$ cat config.mk
export PLATFORM = sky130hd
export DESIGN_NAME = disp_search_ctrl
export DESIGN_NICKNAME = d
export VERILOG_FILES = /design/src/rtl/stereo_pkg.sv /design/src/rtl/Min_Val.sv /design/src/rtl/min_idx_enc.sv /design/src/rtl/disp_search_ctrl.sv
export SDC_FILE = /design/constraint.sdc
export NUM_CORES = 1
export LEC_CHECK = 0
export ABC_AREA = 0
export ABC_CLOCK_PERIOD_IN_PS = 5800
export BUFFER_PORTS_ARGS = -buffer_cell sky130_fd_sc_hd__buf_4
export CORE_MARGIN = 4
export CORE_UTILIZATION = 64
export CTS_CLUSTER_DIAMETER = 120
export DETAILED_ROUTE_END_ITERATION = 12
export HOLD_SLACK_MARGIN = 0.06
export PLACE_DENSITY = 0.94
export SYNTH_ARGS = -nofsm -noshare
export SYNTH_HDL_FRONTEND = slang
export SYNTH_SLANG_ARGS = --single-unit
export TNS_END_PERCENT = 30
$ cat constraint.sdc
create_clock -name i_clk -period 5.8 [get_ports i_clk]
set_input_delay 0.58 -clock i_clk [delete_from_list [all_inputs] [get_ports i_clk]]
set_output_delay 0.58 -clock i_clk [all_outputs]
set_load 0.005 [all_outputs]
$ cat src/rtl/stereo_pkg.sv
// Shared types and default sizing for the stereo disparity search path.
package stereo_pkg;

  localparam int ELEM_DEF       = 64;
  localparam int DATA_WIDTH_DEF = 8;
  localparam int MAX_DISP_DEF   = 256;

  typedef logic [DATA_WIDTH_DEF-1:0] sad_t;

  typedef enum logic [1:0] {
    IDLE  = 2'd0,
    ACCUM = 2'd1,
    OUT   = 2'd2
  } disp_state_t;

endpackage

$ cat src/rtl/Min_Val.sv
// Combinational minimum tree over ELEM packed cost values (ELEM a power of two).
module Min_Val #(
  parameter int ELEM       = 64,
  parameter int DATA_WIDTH = 8
) (
  input  logic [ELEM-1:0][DATA_WIDTH-1:0] i_data,
  output logic [DATA_WIDTH-1:0]           o_min
);

  logic [DATA_WIDTH-1:0] tree [ELEM];

  always_comb begin
    for (int i = 0; i < ELEM; i++) tree[i] = i_data[i];
    // Pairwise reduction: after the pass with stride s, tree[i] holds the min of 2s leaves.
    for (int s = 1; s < ELEM; s = s * 2) begin
      for (int i = 0; i < ELEM; i = i + 2 * s) begin
        if (tree[i+s] < tree[i]) tree[i] = tree[i+s];
      end
    end
    o_min = tree[0];
  end

endmodule

$ cat src/rtl/min_idx_enc.sv
// Returns the lowest element index whose value equals the supplied key.
module min_idx_enc #(
  parameter int ELEM       = 64,
  parameter int DATA_WIDTH = 8
) (
  input  logic [ELEM-1:0][DATA_WIDTH-1:0] i_data,
  input  logic [DATA_WIDTH-1:0]           i_key,
  output logic [$clog2(ELEM)-1:0]         o_idx
);

  always_comb begin
    o_idx = '0;
    // Scan downward so the lowest matching index is the one left standing.
    for (int j = ELEM - 1; j >= 0; j--) begin
      if (i_data[j] == i_key) o_idx = ($clog2(ELEM))'(j);
    end
  end

endmodule

$ cat src/rtl/disp_search_ctrl.sv
// Chunked disparity search: folds CHUNKS beats of ELEM SAD costs into one
// winning (lowest-cost, lowest-index) disparity per pixel.
module disp_search_ctrl
  import stereo_pkg::*;
#(
  parameter int ELEM       = ELEM_DEF,
  parameter int DATA_WIDTH = DATA_WIDTH_DEF,
  parameter int MAX_DISP   = MAX_DISP_DEF
) (
  input  logic                            i_clk,
  input  logic                            i_rst_n,
  input  logic                            i_soft_clr,
  input  logic                            i_sads_valid,
  output logic                            o_sads_ready,
  input  logic [ELEM-1:0][DATA_WIDTH-1:0] i_sads_data,
  output logic                            o_disp_valid,
  input  logic                            i_disp_ready,
  output logic [$clog2(MAX_DISP)-1:0]     o_disp_idx,
  output logic [DATA_WIDTH-1:0]           o_min_cost,
  output logic                            o_busy
);

  localparam int CHUNKS = MAX_DISP / ELEM;
  localparam int IDX_W  = $clog2(MAX_DISP);
  localparam int LOC_W  = $clog2(ELEM);
  localparam int CNT_W  = (CHUNKS > 1) ? $clog2(CHUNKS) : 1;
  localparam logic [CNT_W-1:0] LAST_CNT = CNT_W'(CHUNKS - 1);

  disp_state_t           state, state_nxt;
  logic [CNT_W-1:0]      chunk_cnt, cnt_nxt;
  logic [DATA_WIDTH-1:0] run_min, min_nxt;
  logic [IDX_W-1:0]      run_idx, idx_nxt;

  logic [DATA_WIDTH-1:0] chunk_min;
  logic [LOC_W-1:0]      loc_idx;
  logic [IDX_W-1:0]      cand_idx;
  logic                  accept;

  Min_Val #(.ELEM(ELEM), .DATA_WIDTH(DATA_WIDTH)) u_min_val (
    .i_data (i_sads_data),
    .o_min  (chunk_min)
  );

  min_idx_enc #(.ELEM(ELEM), .DATA_WIDTH(DATA_WIDTH)) u_min_idx_enc (
    .i_data (i_sads_data),
    .i_key  (chunk_min),
    .o_idx  (loc_idx)
  );

  // ELEM is a power of two, so chunk base + local offset is a pure concatenation.
  if (CHUNKS > 1) begin : g_cat
    assign cand_idx = {chunk_cnt, loc_idx};
  end else begin : g_one
    assign cand_idx = loc_idx;
  end

  assign o_sads_ready = i_rst_n && (state != OUT);
  assign o_disp_valid = (state == OUT);
  assign o_busy       = (state != IDLE);
  assign o_disp_idx   = run_idx;
  assign o_min_cost   = run_min;
  assign accept       = i_sads_valid && o_sads_ready;

  always_comb begin
    state_nxt = state;
    cnt_nxt   = chunk_cnt;
    min_nxt   = run_min;
    idx_nxt   = run_idx;
    case (state)
      IDLE: begin
        if (accept) begin
          min_nxt = chunk_min;
          idx_nxt = cand_idx;
          if (CHUNKS == 1) begin
            state_nxt = OUT;
          end else begin
            cnt_nxt   = CNT_W'(1);
            state_nxt = ACCUM;
          end
        end
      end
      ACCUM: begin
        if (accept) begin
          // Strict compare: an equal cost in a later chunk never displaces a lower disparity.
          if (chunk_min < run_min) begin
            min_nxt = chunk_min;
            idx_nxt = cand_idx;
          end
          if (chunk_cnt == LAST_CNT) begin
            cnt_nxt   = '0;
            state_nxt = OUT;
          end else begin
            cnt_nxt = chunk_cnt + CNT_W'(1);
          end
        end
      end
      OUT: begin
        if (i_disp_ready) state_nxt = IDLE;
      end
      default: begin
        state_nxt = IDLE;
        cnt_nxt   = '0;
      end
    endcase
    if (i_soft_clr) begin
      state_nxt = IDLE;
      cnt_nxt   = '0;
      min_nxt   = run_min;
      idx_nxt   = run_idx;
    end
  end

  always_ff @(posedge i_clk or negedge i_rst_n) begin
    if (!i_rst_n) begin
      state     <= IDLE;
      chunk_cnt <= '0;
      run_min   <= '0;
      run_idx   <= '0;
    end else begin
      state     <= state_nxt;
      chunk_cnt <= cnt_nxt;
      run_min   <= min_nxt;
      run_idx   <= idx_nxt;
    end
  end

endmodule
==> results_dict.tcl, run 1 <==
set metrics [dict create \
    synth_area_per_cell_sq_um 7.21 \
    initial_utilization_pct 65.2 \
    ys.flop_type "dfrtp_1" \
    synthesis.area_sq_um 28300 \
    haltStage "detailed placement (3_5_place_dp)" \
    status "aborted with a tool error" \
    yosysWarnings 0 \
    synth.most_common_cell "inv_1" \
    fp-row-count 76 \
    io_pins 536 \
    error_line "[ERROR DPL-0038] Utilization greater than 100%, impossible to legalize" \
    yosysUniqueCellTypes 122 \
    synth_area_leaders "ha_1 18%, xnor2_1 12%, mux2i_1 6.7%" \
    yosysTopAreaCell "ha_1" \
    ys_seq_area_share_pct 1.77 \
    synth.top_cells.by_count "414 x inv_1, 404 x ha_1, 393 x xnor2_1" \
    gp_congestion 1.22 \
    portBuffers 535 \
    die_h_um 218 \
    syn_inst 3932 \
    dieWidth_um 218 \
    synth_nets 4853 \
    synth-async-reset-ratio_pct 100 \
    ys_seq_elements 20 \
    synth_top_area_share_pct 17.8 \
    synth_edf_count 0 \
]
==> cells by family after synthesis <==
group | count (synthesis) | synth area share, %
xor+xnor | 487 | 15.1
compound gates | 1114 | 27.8
flops | 20 | 1.77
buf+inv | 535 | 7.86
simple gates | 1094 | 19.3
mux | 265 | 9.94
fa+ha+maj | 417 | 18.3
==> through the flow <==
step	instances	TNS, ns	setup slack (ns)
2_1_floorplan	3932	-108.59	-6.87
3_3_place_gp	6571	-102.75	-6.88
==> inputs of run 2 (changes only) <==
--- a/config.mk
+++ b/config.mk
@@ -9,11 +9,9 @@
 export ABC_CLOCK_PERIOD_IN_PS = 5800
 export BUFFER_PORTS_ARGS = -buffer_cell sky130_fd_sc_hd__buf_4
 export CORE_MARGIN = 4
-export CORE_UTILIZATION = 64
-export CTS_CLUSTER_DIAMETER = 120
+export CORE_UTILIZATION = 40
 export DETAILED_ROUTE_END_ITERATION = 12
-export HOLD_SLACK_MARGIN = 0.06
-export PLACE_DENSITY = 0.94
+export PLACE_DENSITY_LB_ADDON = 0.15
 export SYNTH_ARGS = -nofsm -noshare
 export SYNTH_HDL_FRONTEND = slang
 export SYNTH_SLANG_ARGS = --single-unit
==> results_dict.tcl, run 2 <==
set metrics [dict create \
    synth_top_area_share_pct 17.8 \
    slowest_delay_ns 0.57 \
    fin_nets 7180 \
    clkLatencyLatePin_ns 0.26 \
    cts_buffers 3 \
    areaGrowthSynthToFinish_pct 77.3 \
    cts.sinks 20 \
    die_h_um 274 \
    crit_start "i_sads_data[147]" \
    placedCellCount 7034 \
    drive_gt1_share_pct 46.5 \
    fillers 5786 \
    synth_nets 4853 \
    dieArea_sq_um 75200 \
    fin_ws_ns -6.97 \
    cts_tree "done" \
    synth.top_cells.by_count "414 x inv_1, 404 x ha_1, 393 x xnor2_1" \
    max_freq_mhz 78.3 \
    reg2reg_depth 8 \
    yosysUniqueCellTypes 122 \
    regArea_sq_um 500 \
    critPathKind "primary input to flip-flop" \
    fp-row-count 97 \
    cts-htree-levels 1 \
    yosysWarnings 0 \
    hold_violations 0 \
    drt_iter0_markers 2676 \
    synth-adder-area-share_pct 18.3 \
    final_antenna_net_count 0 \
    cp_slowest_cell "or4_4" \
    failed_checks "negative setup slack" \
    maxCapViolCount 0 \
    yosys.area_share.xor_xnor_pct 15.1 \
    clk_pin_slew_worst_paths_ns 0.06 \
    period_needed_ns 12.77 \
    critical_path.max_fanout 10 \
    grt_usage_pct 34.2 \
    synth_edf_count 0 \
    synth-simple-area-share_pct 19.3 \
    tightest_slew_ns 1.08 \
    clockBufferDepth 2 \
    yosysTopAreaCell "ha_1" \
    cp.arrival_ns 12.91 \
    synthesis.area_sq_um 28300 \
    io_pins 536 \
    layout_common_cells "2343 x buf_4, 391 x xnor2_1, 386 x inv_1" \
    initial_utilization_pct 40.4 \
    drc 0 \
    timing.final.crit_share_pct 220 \
    status "finished with violations" \
    rsz0062_at_grt "true" \
    dr.pass1.iters 6 \
    synth_area_per_cell_sq_um 7.21 \
    portBuffers 535 \
    synth_compound_area_share_pct 27.8 \
    rr_startpoint "state[0]" \
    synth_top_family_by_area "compound AO/OA/AOI/OAI gates" \
    tns_ns -107.22 \
    finalWirelength_um 139000 \
    endpoint_kind "flip-flop" \
    synth.most_common_cell "inv_1" \
    cp_common_cell "buf_4" \
    start_kind "primary input" \
    ys_seq_elements 20 \
    multiInputGateArea_sq_um 27700 \
    grt_overflow 0 \
    setup_viol 16 \
    post-dp-hpwl_um 117000 \
    vias 39300 \
    ys.flop_type "dfrtp_1" \
    routed_via_density 5.45 \
    fin_hold_ws_ns 0.211 \
    layout.cells.non_filler 7208 \
    gp_congestion 1.04 \
    ys_seq_area_share_pct 1.77 \
    hold_class "primary input to async pin" \
    fin_worst_skew_ns 0.00286 \
    wire_per_inst_um 19.3 \
    antenna_found_initial 10 \
    grt_pass1_vias 39300 \
    relSlewSlack_pct 28.0 \
    cts_hold_buf 0 \
    grt_pass1_wl_um 207000 \
    final_common_cell "buf_4" \
    synth_area_leaders "ha_1 18%, xnor2_1 12%, mux2i_1 6.7%" \
    cp.required_ns 5.95 \
    synth.area.mux_share_pct 9.94 \
    synth-async-reset-ratio_pct 100 \
    grt_start_max_net_pins 23 \
    cts-root-buf "clkbuf_16" \
    core_area_sq_um 70100 \
    syn_inst 3932 \
    dieWidth_um 274 \
    drv_slew 0 \
]
[run 2: cell counts after synthesis]
Identical to the previous run, type by type.
[run 2: path summary, 6_finish.rpt]
check                           endpoint  slack [ns]
setup / recovery           o_disp_idx[0]       -6.97
hold / removal              chunk_cnt[1]        0.21
setup reg to reg           o_min_cost[4]        3.33
hold reg to reg            o_disp_idx[4]        0.50
max in group asynchronous  o_disp_idx[0]        5.35
min in group i_clk         o_disp_idx[4]        0.50
[run 2: cell type report]
cell class,count,area share [%]
tap,940,2.34
clock buffer,3,0.149
antenna,11,0.0548
sequential,20,0.996
inverter,417,3.19
timing repair buffer,2439,38.1
multi-input combinational,3378,55.2
[run 2: repair_timing]
| action | in CTS | in global routing |
|---|---|---|
| resized for setup | 215 | 140 |
| buffers inserted | 113 | 50 |
| gates cloned | 1 | 2 |
| pin swaps | 104 | 92 |
| endpoints found under the setup margin | 16 | 16 |
[run 2: worst max-delay path: cells and delay by family]
family	cells	cell delay (ns)
buffers and inverters	29	3.78
xor gates and xnor gates	1	0.08
muxes	5	1.17
and+or+nand+nor	10	1.70
AOI/OAI and AO/OA	24	4.38
adders and majority gates	5	1.17
[run 2: cells by family after synthesis]
| group | after synthesis |
|---|---|
| and+or+nand+nor | 1094 |
| adders and majority gates | 417 |
| DFF | 20 |
| xor gates and xnor gates | 487 |
| AOI/OAI and AO/OA | 1114 |
| muxes | 265 |
| buffers and inverters | 535 |
[run 2: stage by stage]
step	worst slack (ns)	cell area (sq um)	util, %
after floorplan	-6.87	29000	-
final	-6.97	50300	71.6
after global routing	-7.44	50200	71.6
after global placement	-7.65	47000	67.0
after detailed placement	-7.74	47000	67.0
after CTS	-6.51	49100	70.0
[run 2: metal layers]
layer  up-vias  global-route usage [%]  share of wire, %
met3       375                    2.98               6.0
met4         0                    14.0               5.1
li1      19000                       -                 -
met2      1453                    61.3                48
met1     18400                    41.8                41
met5         -                       0                 0
Power of run 2 is left out: the tool's default activity adds up to more than one toggle a clock period on the data nets, which glitch-free logic cannot reach.
